File: config.mk
export PLATFORM = sky130hd
export DESIGN_NAME = dac_interp_upsampler
export DESIGN_NICKNAME = d
export VERILOG_FILES = /design/src/rtl/dac_pkg.sv /design/src/rtl/dac_sample_fifo.sv /design/src/rtl/dac_interp_upsampler.sv
export SDC_FILE = /design/constraint.sdc
export NUM_CORES = 1
export LEC_CHECK = 0
export ABC_CLOCK_PERIOD_IN_PS = 3600
export BUFFER_PORTS_ARGS = -buffer_cell sky130_fd_sc_hd__buf_2
export CAP_MARGIN = 20
export CORE_MARGIN = 3
export CORE_UTILIZATION = 60
export CTS_CLUSTER_SIZE = 14
export DETAILED_ROUTE_END_ITERATION = 10
export GPL_TIMING_DRIVEN = 0
export PLACE_DENSITY_LB_ADDON = 0.08
export SETUP_SLACK_MARGIN = 0.15
export SYNTH_ARGS = -nofsm -noshare
export SYNTH_HDL_FRONTEND = slang
export SYNTH_SLANG_ARGS = --single-unit
File: constraint.sdc
create_clock -name clk -period 3.6 [get_ports clk]
set_clock_uncertainty 0.05 [all_clocks]
set_input_delay 0.54 -clock clk [delete_from_list [all_inputs] [get_ports clk]]
set_output_delay 0.54 -clock clk [all_outputs]
set_load 0.005 [all_outputs]
File: src/rtl/dac_pkg.sv
// dac_pkg: shared defaults and FSM state encoding for the DAC interpolating upsampler
//   DAC_BW       default sample width, must match the modulator
//   DAC_OSR_LOG2 default log2 of modulator clocks per input sample
//   ST_*         interpolator FSM state encoding
package dac_pkg;
    localparam int DAC_BW       = 16;
    localparam int DAC_OSR_LOG2 = 5;
    localparam logic [1:0] ST_IDLE = 2'd0;
    localparam logic [1:0] ST_RUN  = 2'd1;
    localparam logic [1:0] ST_HOLD = 2'd2;
endpackage

File: src/rtl/dac_sample_fifo.sv
// dac_sample_fifo: synchronous first-word-fall-through sample FIFO
//   clk      clock, all state on posedge
//   rst_n    asynchronous active-low reset, flushes the FIFO
//   push     write wr_data (ignored when full)
//   wr_data  sample to write
//   pop      drop the head entry (ignored when empty)
//   rd_data  head entry, valid whenever empty is low
//   full     DEPTH entries held
//   empty    no entries held
//   level    number of entries held
module dac_sample_fifo #(
    parameter int WIDTH = 16,
    parameter int DEPTH = 4
) (
    input  logic                     clk,
    input  logic                     rst_n,
    input  logic                     push,
    input  logic [WIDTH-1:0]         wr_data,
    input  logic                     pop,
    output logic [WIDTH-1:0]         rd_data,
    output logic                     full,
    output logic                     empty,
    output logic [$clog2(DEPTH):0]   level
);
    localparam int AW = $clog2(DEPTH);
    logic [WIDTH-1:0] mem [DEPTH];
    logic [AW-1:0]    wr_ptr, rd_ptr;
    logic             do_push, do_pop;
    assign full    = level == (AW+1)'(DEPTH);
    assign empty   = level == '0;
    assign do_push = push && !full;
    assign do_pop  = pop && !empty;
    assign rd_data = mem[rd_ptr];
    // pointers wrap naturally because DEPTH is a power of two
    always_ff @(posedge clk or negedge rst_n) begin
        if (!rst_n) begin
            wr_ptr <= '0;
            rd_ptr <= '0;
            level  <= '0;
        end else begin
            if (do_push) wr_ptr <= wr_ptr + 1'b1;
            if (do_pop) rd_ptr <= rd_ptr + 1'b1;
            level <= level + (AW+1)'(do_push) - (AW+1)'(do_pop);
        end
    end
    always_ff @(posedge clk) begin
        if (do_push) mem[wr_ptr] <= wr_data;
    end
endmodule

File: src/rtl/dac_interp_upsampler.sv
// dac_interp_upsampler: buffers PCM samples and emits a linearly interpolated sample every clock
//   clk         modulator clock, all logic on posedge
//   rst_n_i     asynchronous active-low reset
//   s_data_i    signed input sample
//   s_valid_i   s_data_i valid
//   s_ready_o   FIFO can accept a sample
//   dac_o       signed interpolated sample for the modulator
//   underrun_o  one-cycle pulse when a ramp ends with the FIFO empty
//   active_o    interpolator is ramping or holding
module dac_interp_upsampler
    import dac_pkg::*;
#(
    parameter int BW         = DAC_BW,
    parameter int OSR_LOG2   = DAC_OSR_LOG2,
    parameter int FIFO_DEPTH = 4
) (
    input  logic          clk,
    input  logic          rst_n_i,
    input  logic [BW-1:0] s_data_i,
    input  logic          s_valid_i,
    output logic          s_ready_o,
    output logic [BW-1:0] dac_o,
    output logic          underrun_o,
    output logic          active_o
);
    localparam int ACC_W = BW + OSR_LOG2 + 1;
    localparam int LW    = $clog2(FIFO_DEPTH) + 1;
    logic [1:0]              state;
    logic signed [ACC_W-1:0] acc;
    logic signed [BW:0]      diff, new_diff;
    logic signed [BW-1:0]    b, head;
    logic [OSR_LOG2-1:0]     phase;
    logic                    fifo_full, fifo_empty, pop, at_end, underrun;
    logic [LW-1:0]           fifo_level;
    logic                    unused_level;
    dac_sample_fifo #(
        .WIDTH (BW),
        .DEPTH (FIFO_DEPTH)
    ) u_fifo (
        .clk     (clk),
        .rst_n   (rst_n_i),
        .push    (s_valid_i),
        .wr_data (s_data_i),
        .pop     (pop),
        .rd_data (head),
        .full    (fifo_full),
        .empty   (fifo_empty),
        .level   (fifo_level)
    );
    assign unused_level = ^fifo_level;
    // the last step of a ramp lands acc exactly on b << OSR_LOG2
    assign at_end     = state == ST_RUN && phase == '1;
    assign pop        = !fifo_empty && (state != ST_RUN || at_end);
    // b is zero in IDLE, so this also gives the first ramp from zero
    assign new_diff   = (BW+1)'(head) - (BW+1)'(b);
    assign s_ready_o  = !fifo_full;
    assign dac_o      = acc[BW+OSR_LOG2-1:OSR_LOG2];
    assign underrun_o = underrun;
    assign active_o   = state == ST_RUN || state == ST_HOLD;
    always_ff @(posedge clk or negedge rst_n_i) begin
        if (!rst_n_i) begin
            state    <= ST_IDLE;
            acc      <= '0;
            diff     <= '0;
            b        <= '0;
            phase    <= '0;
            underrun <= 1'b0;
        end else begin
            underrun <= 1'b0;
            case (state)
                ST_RUN: begin
                    acc   <= acc + ACC_W'(diff);
                    phase <= phase + 1'b1;
                    if (at_end && pop) begin
                        diff  <= new_diff;
                        b     <= head;
                        phase <= '0;
                    end else if (at_end) begin
                        diff     <= '0;
                        state    <= ST_HOLD;
                        underrun <= 1'b1;
                    end
                end
                ST_HOLD: begin
                    if (pop) begin
                        diff  <= new_diff;
                        b     <= head;
                        phase <= '0;
                        state <= ST_RUN;
                    end
                end
                default: begin
                    acc <= '0;
                    if (pop) begin
                        diff  <= new_diff;
                        b     <= head;
                        phase <= '0;
                        state <= ST_RUN;
                    end
                end
            endcase
        end
    end
endmodule

==> results <==
- The clock sink count is about 130.
- The largest fanout of any net on the critical path is 10.
- The post-route worst setup slack is between 0.3 and 0.4 ns.
- The proportion of layout cells with a drive suffix above 1 is 16.6%.
- The congestion estimate from routability-driven global placement came to 0.875.
- The detailed-route wire length is between 10 and 15 mm.
- The number of hold violations in the final report came to 0.
- Buffers placed on the I/O ports in this run total 37.
- The number of different library cells used by synthesis comes to 55.
- At the worst endpoint, the arrival time is between 3 and 4 ns.
- The detailed router placed 4,655 vias in this run.
- The run finished with clean final reports.
- The final-report max-slew violation count came to 0.
- The area used by sequential logic in the layout is 3650 sq um.
- The detailed router finished its first iteration with approximately 310 violations.
- The endpoint type of the worst setup path is a flop.
- The area of the mapped netlist is roughly 6900 sq um.
- After clock tree synthesis, the setup repair step added 0 buffers.
- Walking the worst path, the cells encountered are buf_6 -> buf_6 -> mux4_2 -> ha_1 -> nor2b_1 -> o31a_1 -> o21a_1 -> o21a_1 -> o21a_1 -> or3_1 -> a32o_1.
- The number of nets with antenna violations after routing is 0.
- From synthesis to final layout, the design area changed by 13.7%.
- The remaining max-slew budget at the tightest pin is 43.0%.
- The total of hold buffers inserted after clock tree synthesis is 0.
- The clock network latency to the later pin of the worst-skew pair is approximately 0.42 ns.
- The maximum count of clock buffers along a single path is 2.
- The library cell used most frequently in the layout, excluding fill and tap cells, is sky130_fd_sc_hd__dfrtp_1.
- The pre-antenna-repair detailed-routing pass consisted of 6 iterations.
- The H-tree was split into 4 levels.
- Among the stages of the critical path, the cell type that occurs most often is sky130_fd_sc_hd__o21a_1.
- Among all stages on the critical path, the largest delay is contributed by sky130_fd_sc_hd__mux4_2.
- The combined global-route utilization of all metal layers is a little over a fifth.
- The first global-routing pass estimated roughly 22 mm of wire.
- For this run, design rule violations remaining after detail routing come to 0.
- OpenSTA, run right after detailed placement, puts the worst setup slack at -0.110 ns.
- For the pin with the worst max-slew slack, the measured transition is ~0.86 ns.
- The sort of element at the start of the critical path is a flop.
- Leaving out fill and tap cells, the most frequent cells in the layout are sky130_fd_sc_hd__dfrtp_1 (69), sky130_fd_sc_hd__nand2_1 (67), sky130_fd_sc_hd__edfxtp_1 (64).
- The classification of the worst setup path is flop to flop.
- Of all cell types, the one taking the most synthesized area is sky130_fd_sc_hd__edfxtp_1.
- Setup violations remaining at the end of the flow were counted as 0.
- Counting every instance in the synthesized netlist gives roughly 600.
- The number of antenna violations at the first check in global routing is 0.
- For this run, the leading register cell type out of synthesis is sky130_fd_sc_hd__dfrtp_1.
- The per-cell routed wire length is about 16 um.
- The number of placement rows is 38.
- In the finished design, the share of the clock period the worst path needs comes to between 90% and 100%.
- The number of flops mapped to enable cells by yosys is 64.
- The number of nets in the synthesized netlist is approximately 670.
- The path class of the tightest hold or removal check is input pin to async pin.
- Using the TritonRoute via totals, the vias-per-cell ratio works out to approximately 5.8.
- The area inside the core boundary is about 11,000 sq um.
- The tree is rooted in a sky130_fd_sc_hd__clkbuf_16.
- The number of synthesized register bits is about 130.
- The total overflow reported by the global router is 0.
- The number of warnings printed during yosys synthesis is 0.
- The final critical-path required period is 3.26 ns.
- By area the synthesized netlist is led by sky130_fd_sc_hd__edfxtp_1 (28%), sky130_fd_sc_hd__dfrtp_1 (25%), sky130_fd_sc_hd__ha_1 (8.3%).
- The final-layout fill cell count is 789.
- The floorplan step set the die height to 113 um.
- The critical path data required time is 3.85 ns.
- For this design the top-level I/O count stands at 38.
- The initial cell density of the core is 62.5%.
- In the final layout, the multi-input gates occupy 2970 sq um.
- The final layout contains a little over 700 nets.
- Summing the sequential cell areas from Yosys gives a little over half of the chip area.
- The largest single stage delay on the critical path is 0.58 ns.
- Entering global routing, the biggest net connects 70 pins.
- The via count of the first global-routing pass came to about 4,500.
- The highest clock rate is just over 0.3 GHz.
- Setup repair after global routing left no endpoint under its margin.
- The share of synthesized area in the top cell type comes to 27.8%.
- The tool flagged a number of max-cap violations equal to 0.
- Dividing the synthesized area by the synthesized cell count gives 11.6 sq um.
- The die span in x is 113 um.
- The worst reg2reg path depth is 11.
- The async set or reset register ratio after synthesis is between 50% and 60%.
- The count of antenna diodes in the layout is 0.
- Detailed placement finished with a half-perimeter wire length of about 9.5 mm.
- Clock tree synthesis inserted a total of 17 buffers.
- After clock tree synthesis, the clock-pin slew on the worst setup and hold paths is 0.06 ns.
- The CTS tree is yes.
- The die outline area is ~13,000 sq um.
## layer usage
layer	GRT usage (%)	vias up	wire length [um]
li1	-	2314	-
met1	27.8	2219	5920
met2	36.3	101	6400
met3	4.77	21	520
met4	8.57	0	274
met5	0	-	0
## worst paths after layout
kind                                   from                to  slack (ns)
setup / recovery           u_fifo.rd_ptr[0]           diff[7]        0.34
hold / removal                      rst_n_i           acc[17]        0.18
setup reg to reg           u_fifo.rd_ptr[0]           diff[7]        0.34
hold reg to reg                    diff[11]          diff[11]        0.43
max in group asynchronous           rst_n_i            acc[0]        2.75
min in group clk                s_data_i[6]  u_fifo.mem[2][6]        0.28
## cell usage after synthesis, types with 3 or more instances
cell / instances
sky130_fd_sc_hd__buf_4: 16
sky130_fd_sc_hd__a21oi_1: 35
sky130_fd_sc_hd__nand2_1: 68
sky130_fd_sc_hd__o211ai_1: 4
sky130_fd_sc_hd__buf_2: 5
sky130_fd_sc_hd__clkbuf_1: 15
sky130_fd_sc_hd__a22oi_1: 3
sky130_fd_sc_hd__nor2_1: 25
sky130_fd_sc_hd__a31oi_1: 5
sky130_fd_sc_hd__fa_1: 3
sky130_fd_sc_hd__dfrtp_1: 69
sky130_fd_sc_hd__nor3b_1: 4
sky130_fd_sc_hd__nor2b_1: 3
sky130_fd_sc_hd__and3_1: 8
sky130_fd_sc_hd__nand2b_1: 4
sky130_fd_sc_hd__inv_1: 33
sky130_fd_sc_hd__o31ai_1: 4
sky130_fd_sc_hd__a211oi_1: 4
sky130_fd_sc_hd__edfxtp_1: 64
sky130_fd_sc_hd__a21o_1: 13
sky130_fd_sc_hd__nand4_1: 4
sky130_fd_sc_hd__a21boi_0: 3
sky130_fd_sc_hd__ha_1: 46
sky130_fd_sc_hd__xor2_1: 7
sky130_fd_sc_hd__o21a_1: 7
sky130_fd_sc_hd__nand3_1: 10
sky130_fd_sc_hd__o2111ai_1: 3
sky130_fd_sc_hd__o21ai_0: 41
sky130_fd_sc_hd__xnor2_1: 18
sky130_fd_sc_hd__nand3b_1: 5
sky130_fd_sc_hd__nor3_1: 11
sky130_fd_sc_hd__a22o_1: 14
sky130_fd_sc_hd__mux4_2: 16
## sequential cells by signal, summed over array words and instances (netlist names)
| name | cells |
|---|---|
| underrun_o | 1 |
| u_fifo.wr_ptr | 2 |
| state | 2 |
| u_fifo.mem | 64 |
| u_fifo.rd_ptr | 2 |
| acc | 21 |
| b | 16 |
| diff | 17 |
| u_fifo.level | 3 |
| phase | 5 |
## final cells by class
class / instances / share of cell area [%]
Timing Repair Buffer: 37 / 2.38
Buffer: 36 / 2.76
Clock buffer: 21 / 5.59
Sequential cell: 133 / 46.3
Clock inverter: 11 / 1.32
Tap cell: 140 / 2.22
Multi-Input combinational cell: 396 / 37.8
Inverter: 34 / 1.62
## worst max-delay path, delay by kind of cell (launching register included)
family	cells	cell delay (ns)
mux	1	0.58
compound gates	5	1.08
flops	1	0.35
simple gates	2	0.44
buf+inv	2	0.36
fa+ha+maj	1	0.29
## stage by stage
step                hold WS (ns)  util [%]  area [sq um]  TNS [ns]  cells
floorplan                  0.194         -          6920         0    599
global placement           0.418      65.8          7280    -0.133    776
detailed placement         0.425      65.8          7290    -0.121    776
CTS                        0.216      70.8          7840         0    808
global route               0.267      71.1          7870         0    808
finish                     0.178      71.1          7870         0    808
## cells by family after synthesis
| family | Yosys count | synth area share [%] |
|---|---|---|
| muxes | 18 | 5.49 |
| AOI/OAI and AO/OA | 154 | 14.7 |
| and+or+nand+nor | 150 | 10.1 |
| DFF | 133 | 52.7 |
| adders and majority gates | 49 | 9.18 |
| xor gates and xnor gates | 25 | 3.16 |
| buffers and inverters | 70 | 4.75 |
## repair_timing
action	CTS	global route
endpoints found under the setup margin	4	5
pin swaps	0	0
gates resized for setup	4	8
Power is not shown: default switching activity piles up to over one toggle a cycle in this logic, so the estimate is an artifact.
